==> config.mk <==
export PLATFORM = sky130hd
export DESIGN_NAME = dma_unpack_buffer_flat
export DESIGN_NICKNAME = d
export VERILOG_FILES = /design/src/rtl/dma_unpack_buffer_pkg.sv /design/src/rtl/dma_unpack_buffer_if.sv /design/src/rtl/dma_unpack_buffer_bank.sv /design/src/rtl/dma_unpack_buffer.sv /design/src/flat_wrapper.sv
export SDC_FILE = /design/constraint.sdc
export NUM_CORES = 1
export LEC_CHECK = 0
export ABC_CLOCK_PERIOD_IN_PS = 23600
export CORE_MARGIN = 4
export CORE_UTILIZATION = 60
export DETAILED_ROUTE_END_ITERATION = 8
export PLACE_DENSITY = 0.85
export SLEW_MARGIN = 0
export SYNTH_ARGS = -nofsm -noshare
export SYNTH_HDL_FRONTEND = slang
export SYNTH_HIERARCHICAL = 1
export SYNTH_SLANG_ARGS = --single-unit
==> constraint.sdc <==
create_clock -name clk_h -period 23.6 [get_ports clk_h]
set_input_delay 7.08 -clock clk_h [delete_from_list [all_inputs] [get_ports clk_h]]
set_output_delay 7.08 -clock clk_h [all_outputs]
set_load 0.01 [all_outputs]
==> src/rtl/dma_unpack_buffer_pkg.sv <==
// dma_pkg: definitions shared by the DMA unpack buffer files.
//   - DT_* : destination RAM selector codes carried by a transfer descriptor
//   - state_t : controller state encoding (IDLE / ACTIVE / DONE)
//   - clog2 : constant-evaluable ceiling log2 used to size counters and lane indices
package dma_pkg;

    localparam logic [2:0] DT_NONE       = 3'b000;
    localparam logic [2:0] DT_INPUT      = 3'b001;
    localparam logic [2:0] DT_POINT_EVEN = 3'b010;
    localparam logic [2:0] DT_POINT_ODD  = 3'b011;
    localparam logic [2:0] DT_V_RAM      = 3'b100;
    localparam logic [2:0] DT_Z_RAM      = 3'b101;
    localparam logic [2:0] DT_BIAS       = 3'b110;

    typedef enum logic [1:0] {
        IDLE   = 2'b00,
        ACTIVE = 2'b01,
        DONE   = 2'b10
    } state_t;

    // Smallest r such that 2**r >= value (0 for value <= 1).
    function automatic int clog2(input int value);
        int result;
        result = 0;
        for (int i = 0; i < 31; i++) begin
            if ((32'sd1 <<< i) < value) begin
                result = i + 1;
            end
        end
        return result;
    endfunction

endpackage

==> src/rtl/dma_unpack_buffer_if.sv <==
// dma_unpack_buffer_if: bundles the descriptor, beat, RAM-write and status
// signals of the DMA unpack buffer.
//   cfg_*      : transfer descriptor handshake (type, RAM base, beat count)
//   in_*       : wide beat handshake
//   ram_*      : destination RAM write port plus its stall input
//   busy/done/err : transfer status
// modport slave is the buffer's view, modport master is the producer/consumer view.
interface dma_unpack_buffer_if
    import dma_pkg::*;
#(
    parameter int DD_WIDTH       = 16,
    parameter int BEAT_WIDTH     = 256,
    parameter int RAM_ADDR_WIDTH = 8,
    parameter int MAX_BEATS      = 16,
    parameter int BEAT_CNT_W     = clog2(MAX_BEATS + 1)
);

    logic                      cfg_valid;
    logic                      cfg_ready;
    logic [2:0]                cfg_data_type;
    logic [RAM_ADDR_WIDTH-1:0] cfg_ram_base;
    logic [BEAT_CNT_W-1:0]     cfg_beats;
    logic                      in_valid;
    logic                      in_ready;
    logic [BEAT_WIDTH-1:0]     in_data;
    logic                      ram_stall;
    logic                      ram_we;
    logic [RAM_ADDR_WIDTH-1:0] ram_addr;
    logic [DD_WIDTH-1:0]       ram_data;
    logic [2:0]                ram_selecter;
    logic                      busy;
    logic                      done;
    logic                      err;

    modport slave (
        input  cfg_valid, cfg_data_type, cfg_ram_base, cfg_beats,
        input  in_valid, in_data, ram_stall,
        output cfg_ready, in_ready, ram_we, ram_addr, ram_data, ram_selecter,
        output busy, done, err
    );

    modport master (
        output cfg_valid, cfg_data_type, cfg_ram_base, cfg_beats,
        output in_valid, in_data, ram_stall,
        input  cfg_ready, in_ready, ram_we, ram_addr, ram_data, ram_selecter,
        input  busy, done, err
    );

endinterface

==> src/rtl/dma_unpack_buffer_bank.sv <==
// unpack_bank: one beat-wide holding register with its full flag.
//   clk_h, rst : clock and asynchronous active-high reset
//   load       : capture din and mark the bank full
//   clear      : mark the bank empty (never asserted together with load)
//   din        : incoming beat
//   lane_sel   : lane to present on lane_data
//   full       : registered occupancy flag
//   lane_data  : selected DD_WIDTH lane of the stored beat
module unpack_bank
    import dma_pkg::*;
#(
    parameter int DD_WIDTH   = 16,
    parameter int BEAT_WIDTH = 256,
    parameter int LANES      = BEAT_WIDTH / DD_WIDTH,
    parameter int LANE_W     = clog2(LANES)
) (
    input  logic                  clk_h,
    input  logic                  rst,
    input  logic                  load,
    input  logic                  clear,
    input  logic [BEAT_WIDTH-1:0] din,
    input  logic [LANE_W-1:0]     lane_sel,
    output logic                  full,
    output logic [DD_WIDTH-1:0]   lane_data
);

    logic [BEAT_WIDTH-1:0] data_r;
    logic                  full_r;
    logic [DD_WIDTH-1:0]   lanes_s [LANES];

    // Storage and occupancy; reset discards whatever beat was held.
    always_ff @(posedge clk_h or posedge rst) begin
        if (rst) begin
            data_r <= {BEAT_WIDTH{1'b0}};
            full_r <= 1'b0;
        end else if (load) begin
            data_r <= din;
            full_r <= 1'b1;
        end else if (clear) begin
            full_r <= 1'b0;
        end else begin
            full_r <= full_r;
        end
    end

    for (genvar k = 0; k < LANES; k++) begin : g_lane
        assign lanes_s[k] = data_r[k*DD_WIDTH +: DD_WIDTH];
    end

    assign full      = full_r;
    assign lane_data = lanes_s[lane_sel];

endmodule

==> src/rtl/dma_unpack_buffer.sv <==
// dma_unpack_buffer: accepts wide DMA beats and writes them to a RAM one
// DD_WIDTH word per cycle, lane 0 first, from a programmable base address.
// Two ping-pong banks let the next beat arrive while the current one drains.
//   clk_h : clock (rising edge)
//   rst   : asynchronous active-high reset, aborts any transfer silently
//   bus   : descriptor, beat, RAM-write and status signals (slave view)
module dma_unpack_buffer
    import dma_pkg::*;
#(
    parameter int DD_WIDTH       = 16,
    parameter int BEAT_WIDTH     = 256,
    parameter int RAM_ADDR_WIDTH = 8,
    parameter int MAX_BEATS      = 16,
    localparam int LANES         = BEAT_WIDTH / DD_WIDTH,
    localparam int BEAT_CNT_W    = clog2(MAX_BEATS + 1),
    localparam int LANE_W        = clog2(LANES)
) (
    input logic                clk_h,
    input logic                rst,
    dma_unpack_buffer_if.slave bus
);

    state_t                    state_r;
    logic                      err_r;
    logic [2:0]                type_r;
    logic [BEAT_CNT_W-1:0]     beats_r;
    logic [BEAT_CNT_W-1:0]     beats_acc_r;
    logic [BEAT_CNT_W-1:0]     beats_drn_r;
    logic [RAM_ADDR_WIDTH-1:0] ram_addr_r;
    logic [LANE_W-1:0]         lane_r;
    logic                      wr_ptr_r;
    logic                      rd_ptr_r;

    logic [1:0]                full_s;
    logic [1:0]                load_s;
    logic [1:0]                clear_s;
    logic [DD_WIDTH-1:0]       lane_data_s [2];
    logic                      illegal_cfg_s;
    logic                      in_ready_s;
    logic                      in_fire_s;
    logic                      we_s;
    logic                      last_lane_s;
    logic                      beat_done_s;

    assign illegal_cfg_s = (bus.cfg_data_type == DT_NONE)
                        || (bus.cfg_beats == {BEAT_CNT_W{1'b0}})
                        || (bus.cfg_beats > BEAT_CNT_W'(MAX_BEATS));

    // Intake only looks at the registered full flag, so a bank emptied this
    // cycle cannot be refilled until the next one.
    assign in_ready_s  = (state_r == ACTIVE) && (beats_acc_r < beats_r) && !full_s[wr_ptr_r];
    assign in_fire_s   = in_ready_s && bus.in_valid;
    assign we_s        = (state_r == ACTIVE) && full_s[rd_ptr_r] && !bus.ram_stall;
    assign last_lane_s = (lane_r == LANE_W'(LANES - 1));
    assign beat_done_s = we_s && last_lane_s;

    for (genvar i = 0; i < 2; i++) begin : g_bank
        assign load_s[i]  = in_fire_s && (wr_ptr_r == 1'(i));
        assign clear_s[i] = beat_done_s && (rd_ptr_r == 1'(i));

        unpack_bank #(
            .DD_WIDTH   (DD_WIDTH),
            .BEAT_WIDTH (BEAT_WIDTH),
            .LANES      (LANES),
            .LANE_W     (LANE_W)
        ) u_bank (
            .clk_h     (clk_h),
            .rst       (rst),
            .load      (load_s[i]),
            .clear     (clear_s[i]),
            .din       (bus.in_data),
            .lane_sel  (lane_r),
            .full      (full_s[i]),
            .lane_data (lane_data_s[i])
        );
    end

    // Controller: descriptor latch, intake/drain pointers and counters, state.
    always_ff @(posedge clk_h or posedge rst) begin
        if (rst) begin
            state_r     <= IDLE;
            err_r       <= 1'b0;
            type_r      <= 3'b000;
            beats_r     <= {BEAT_CNT_W{1'b0}};
            beats_acc_r <= {BEAT_CNT_W{1'b0}};
            beats_drn_r <= {BEAT_CNT_W{1'b0}};
            ram_addr_r  <= {RAM_ADDR_WIDTH{1'b0}};
            lane_r      <= {LANE_W{1'b0}};
            wr_ptr_r    <= 1'b0;
            rd_ptr_r    <= 1'b0;
        end else begin
            case (state_r)
                IDLE: begin
                    if (bus.cfg_valid) begin
                        type_r      <= bus.cfg_data_type;
                        beats_r     <= bus.cfg_beats;
                        ram_addr_r  <= bus.cfg_ram_base;
                        beats_acc_r <= {BEAT_CNT_W{1'b0}};
                        beats_drn_r <= {BEAT_CNT_W{1'b0}};
                        lane_r      <= {LANE_W{1'b0}};
                        wr_ptr_r    <= 1'b0;
                        rd_ptr_r    <= 1'b0;
                        if (illegal_cfg_s) begin
                            err_r   <= 1'b1;
                            state_r <= DONE;
                        end else begin
                            err_r   <= 1'b0;
                            state_r <= ACTIVE;
                        end
                    end
                end
                ACTIVE: begin
                    if (in_fire_s) begin
                        wr_ptr_r    <= ~wr_ptr_r;
                        beats_acc_r <= beats_acc_r + BEAT_CNT_W'(1);
                    end
                    if (we_s) begin
                        ram_addr_r <= ram_addr_r + RAM_ADDR_WIDTH'(1);
                        if (last_lane_s) begin
                            lane_r      <= {LANE_W{1'b0}};
                            rd_ptr_r    <= ~rd_ptr_r;
                            beats_drn_r <= beats_drn_r + BEAT_CNT_W'(1);
                            if (beats_drn_r == beats_r - BEAT_CNT_W'(1)) begin
                                state_r <= DONE;
                            end
                        end else begin
                            lane_r <= lane_r + LANE_W'(1);
                        end
                    end
                end
                DONE: begin
                    state_r <= IDLE;
                    err_r   <= 1'b0;
                end
                default: begin
                    state_r <= IDLE;
                    err_r   <= 1'b0;
                end
            endcase
        end
    end

    assign bus.cfg_ready    = (state_r == IDLE);
    assign bus.in_ready     = in_ready_s;
    assign bus.ram_we       = we_s;
    assign bus.ram_addr     = ram_addr_r;
    // Banks fill and drain in the same order, so the read bank being empty
    // means both are empty.
    assign bus.ram_data     = full_s[rd_ptr_r] ? lane_data_s[rd_ptr_r] : {DD_WIDTH{1'b0}};
    assign bus.ram_selecter = type_r;
    assign bus.busy         = (state_r != IDLE);
    assign bus.done         = (state_r == DONE);
    assign bus.err          = (state_r == DONE) && err_r;

endmodule

==> src/flat_wrapper.sv <==
// flat-port wrapper written by rule: the top's interface ports become plain ports
module dma_unpack_buffer_flat import dma_pkg::*;
#(
    parameter int DD_WIDTH       = 16,
    parameter int BEAT_WIDTH     = 256,
    parameter int RAM_ADDR_WIDTH = 8,
    parameter int MAX_BEATS      = 16,
    localparam int LANES         = BEAT_WIDTH / DD_WIDTH,
    localparam int BEAT_CNT_W    = clog2(MAX_BEATS + 1),
    localparam int LANE_W        = clog2(LANES)
)
  (clk_h, rst, bus_cfg_valid, bus_cfg_data_type, bus_cfg_ram_base, bus_cfg_beats, bus_in_valid, bus_in_data, bus_ram_stall, bus_cfg_ready, bus_in_ready, bus_ram_we, bus_ram_addr, bus_ram_data, bus_ram_selecter, bus_busy, bus_done, bus_err);
  dma_unpack_buffer_if #(.DD_WIDTH(DD_WIDTH), .BEAT_WIDTH(BEAT_WIDTH), .RAM_ADDR_WIDTH(RAM_ADDR_WIDTH), .MAX_BEATS(MAX_BEATS)) bus_i ();
  input logic clk_h;
  input logic rst;
  input wire logic [$bits(bus_i.cfg_valid)-1:0] bus_cfg_valid;
  input wire logic [$bits(bus_i.cfg_data_type)-1:0] bus_cfg_data_type;
  input wire logic [$bits(bus_i.cfg_ram_base)-1:0] bus_cfg_ram_base;
  input wire logic [$bits(bus_i.cfg_beats)-1:0] bus_cfg_beats;
  input wire logic [$bits(bus_i.in_valid)-1:0] bus_in_valid;
  input wire logic [$bits(bus_i.in_data)-1:0] bus_in_data;
  input wire logic [$bits(bus_i.ram_stall)-1:0] bus_ram_stall;
  output wire logic [$bits(bus_i.cfg_ready)-1:0] bus_cfg_ready;
  output wire logic [$bits(bus_i.in_ready)-1:0] bus_in_ready;
  output wire logic [$bits(bus_i.ram_we)-1:0] bus_ram_we;
  output wire logic [$bits(bus_i.ram_addr)-1:0] bus_ram_addr;
  output wire logic [$bits(bus_i.ram_data)-1:0] bus_ram_data;
  output wire logic [$bits(bus_i.ram_selecter)-1:0] bus_ram_selecter;
  output wire logic [$bits(bus_i.busy)-1:0] bus_busy;
  output wire logic [$bits(bus_i.done)-1:0] bus_done;
  output wire logic [$bits(bus_i.err)-1:0] bus_err;
  assign bus_i.cfg_valid = bus_cfg_valid;
  assign bus_i.cfg_data_type = bus_cfg_data_type;
  assign bus_i.cfg_ram_base = bus_cfg_ram_base;
  assign bus_i.cfg_beats = bus_cfg_beats;
  assign bus_i.in_valid = bus_in_valid;
  assign bus_i.in_data = bus_in_data;
  assign bus_i.ram_stall = bus_ram_stall;
  assign bus_cfg_ready = bus_i.cfg_ready;
  assign bus_in_ready = bus_i.in_ready;
  assign bus_ram_we = bus_i.ram_we;
  assign bus_ram_addr = bus_i.ram_addr;
  assign bus_ram_data = bus_i.ram_data;
  assign bus_ram_selecter = bus_i.ram_selecter;
  assign bus_busy = bus_i.busy;
  assign bus_done = bus_i.done;
  assign bus_err = bus_i.err;
  dma_unpack_buffer #(.DD_WIDTH(DD_WIDTH), .BEAT_WIDTH(BEAT_WIDTH), .RAM_ADDR_WIDTH(RAM_ADDR_WIDTH), .MAX_BEATS(MAX_BEATS)) u_core (.clk_h(clk_h), .rst(rst), .bus(bus_i));
endmodule
==> results.cfg <==
[outcome]
status = finished clean

[synthesis]
synth-async-reset-ratio = 1.00
synth.yosys.seq_area_share = 0.547
postSynthCellCount = 1637
yosys_warnings = 6
synth_flop_cell = dfrtp_1
syn_area_sq_mm = 0.0251
synth_cell_types = 55
synth_fp_nets = 1923
synth_common_cells = dfrtp_1, mux2_2, mux4_2
synth.top_cell.area_share = 0.547
synth-edff-count = 0
synth.avg_cell_area_sq_um = 15.3
synth.most_common_cell = dfrtp_1
synth_area_leaders = dfrtp_1, mux2_2, mux4_2, mux4_1, a22oi_1
yosysTopAreaCell = dfrtp_1
ys_seq_elements = 549

[grt]
first_global_vias = 16700
grt_pass1_wl_um = 101000
grt-ovfl-total = 0
grt_max_degree = 188
track_usage = 0.296
antenna_found_initial = 22

[clock_network]
root_buffer = clkbuf_16
h-tree-depth = 2
post_cts_buffers = 0
clk_transition_reported_paths_ns = 0.06
ctsHoldBuffers = 0
clock_sinks = 549
clock_latency_ns = 0.59
ctsResizeCount = 0
numCtsBuffers = 56
ctsLongestPathBuffers = 3
cts_tree = done

[place]
io_buffers = 309
dpl.hpwl_um = 45200
placed_area_sq_mm = 0.0284
globalplace.congestion = 0.933

[setup_path]
cpMostUsedCell = clkdlybuf4s50_1
reg2reg_slack_ns = 19.23
critical_path_class = in -> out
slowest_stage = clkdlybuf4s50_1
arrival_ns = 8.39
critPathBufInv = 2
r2r_end = u_core/g_bank[1].u_bank/data_r[253]
cp-end-kind = output port
worstRegToRegCells = 7
start_kind = input port
path_cells = clkdlybuf4s50_1, nor3_1, clkdlybuf4s50_1
critPathMaxStageDelay_ns = 0.58
r2r_start = u_core/state_r[0]
path_delay_family = buffers and inverters
required_ns = 16.52
crit_fanout = 4

[sta]
setup_viol = 0
clock.fmax_mhz = 64.6
fin_tns_setup_ns = 0
post-route-min-period_ns = 15.47
skew_ns = 0.0119
fin_crit_sh = 0.656
rsz0062_at_grt = false
max_slew.worst_pin.slew_ns = 1.22
maxSlewHeadroom = 0.186
hold_viol = 0
slew_violations = 0

[floorplanning]
start_util = 0.611
fp.dieArea_sq_mm = 0.0452
die_h_um = 213
pin_count = 310
coreArea_sq_mm = 0.0411
die_w_um = 213
rows = 74

[min_path]
holdPathEnd = u_core/bus.ram_selecter[2]
hold_path_depth = 2
hold_path_class = reg -> reg
worstHoldStart = u_core/bus.ram_selecter[2]

[power]
p_per_area_mw_per_mm2 = 143
leakage_nw = 12.6
vdd_drop_max_mv = 0.106

[detailed_routing]
detail-route-antenna-nets = 0
viasPerCell = 6.26
wl_per_cell_um = 26.6
drt_wl_total_um = 66400
vias = 15600
drt-pass1-iter-count = 5
drt_iter0_drc = 1322
drc = 0

[cells_and_area]
syn_to_final_growth_pct = 20.8
post-route-cell-area_sq_mm = 0.0303
n_fill_cell = 2600
nets = 2195
drive_gt1_frac = 0.382

[job]
cap_violations = 0
[worst max path at each step]
stage	start	to	slack (ns)	cells after the start
floorplan	bus_ram_stall	bus_ram_we	9.11	1
global placement	bus_ram_stall	bus_ram_we	8.15	3
detailed placement	bus_ram_stall	bus_ram_we	8.14	3
CTS	bus_ram_stall	bus_ram_we	8.13	3
global route	bus_ram_stall	bus_ram_we	8.05	3
finish	bus_ram_stall	bus_ram_we	8.13	3
[layer usage]
metal | track usage | up-vias | routed length [um]
met5 | 0 | - | 172
met4 | 0.111 | 24 | 2600
met3 | 0.0763 | 138 | 5380
met2 | 0.456 | 563 | 31300
met1 | 0.414 | 8206 | 26900
li1 | - | 6690 | -
[cells in the final DEF (no fill, tap or decap), types with 17 or more instances in the layout]
cell type,n
a21oi_1,20
mux4_1,20
a22oi_1,65
clkbuf_8,17
clkbuf_16,57
mux2i_1,18
clkdlybuf4s50_1,309
dfrtp_1,547
o21ai_0,17
nand2_1,73
nor2_1,32
buf_4,18
mux2_2,512
mux4_2,102
[tightest hold or removal path: stages (launching register included)]
cell and delay [ns]:
dfrtp_1 0.35, nand2_1 0.05, nand2_1 0.06
[area by class of cell]
class,instances,area [sq um],area share
Clock buffer,81,1690,0.0556
Timing Repair Buffer,329,3270,0.108
Clock inverter,21,186,0.00614
Antenna cell,11,27.5,0.000907
Inverter,14,67.6,0.00223
Tap cell,532,666,0.0219
Multi-Input combinational cell,959,10700,0.352
Sequential cell,549,13700,0.453
[registers in the layout, indices dropped and copies added, names as in the netlist]
| register | cells |
|---|---|
| u_core/g_bank.u_bank/data_r | 512 |
| u_core/bus.ram_selecter | 3 |
| u_core/err_r | 1 |
| u_core/rd_ptr_r | 1 |
| u_core/lane_r | 4 |
| u_core/bus.ram_addr | 8 |
| u_core/g_bank.u_bank/full | 2 |
| u_core/beats_drn_r | 5 |
| u_core/wr_ptr_r | 1 |
| u_core/state_r | 2 |
| u_core/beats_acc_r | 5 |
| u_core/beats_r | 5 |
[cell families (layout without fill, tap and decap cells)]
group           count (synthesis)  after routing  share of synthesized area
compound gates                126            126                     0.0338
xor+xnor                        9              9                    0.00314
other cells                     0             11                          0
flops                         549            549                      0.547
fa+ha+maj                       9              9                    0.00448
buf+inv                       129            445                     0.0282
mux                           659            659                      0.355
simple gates                  156            156                     0.0281
[power breakdown]
part           switching [W]  total, W  leakage, nW  internal (W)
clock               0.000366  0.000892        0.943      0.000526
combinational       0.000778   0.00174         5.01      0.000965
sequential          0.000292   0.00170         6.65       0.00141
total                0.00144   0.00433         12.6       0.00290
[per-stage QoR]
step,instances,worst slack (ns),power [W],util,hold WS (ns)
CTS,2485,8.13,0.00433,0.737,0.491
finish,2496,8.13,0.00433,0.738,0.489
detailed placement,2383,8.14,0.00342,0.692,0.478
floorplan,1637,9.11,0.00284,-,0.472
global route,2494,8.05,0.00455,0.738,0.508
global placement,2383,8.15,0.00332,0.692,0.460
No activity file was read; power rests on OpenSTA's default activity.
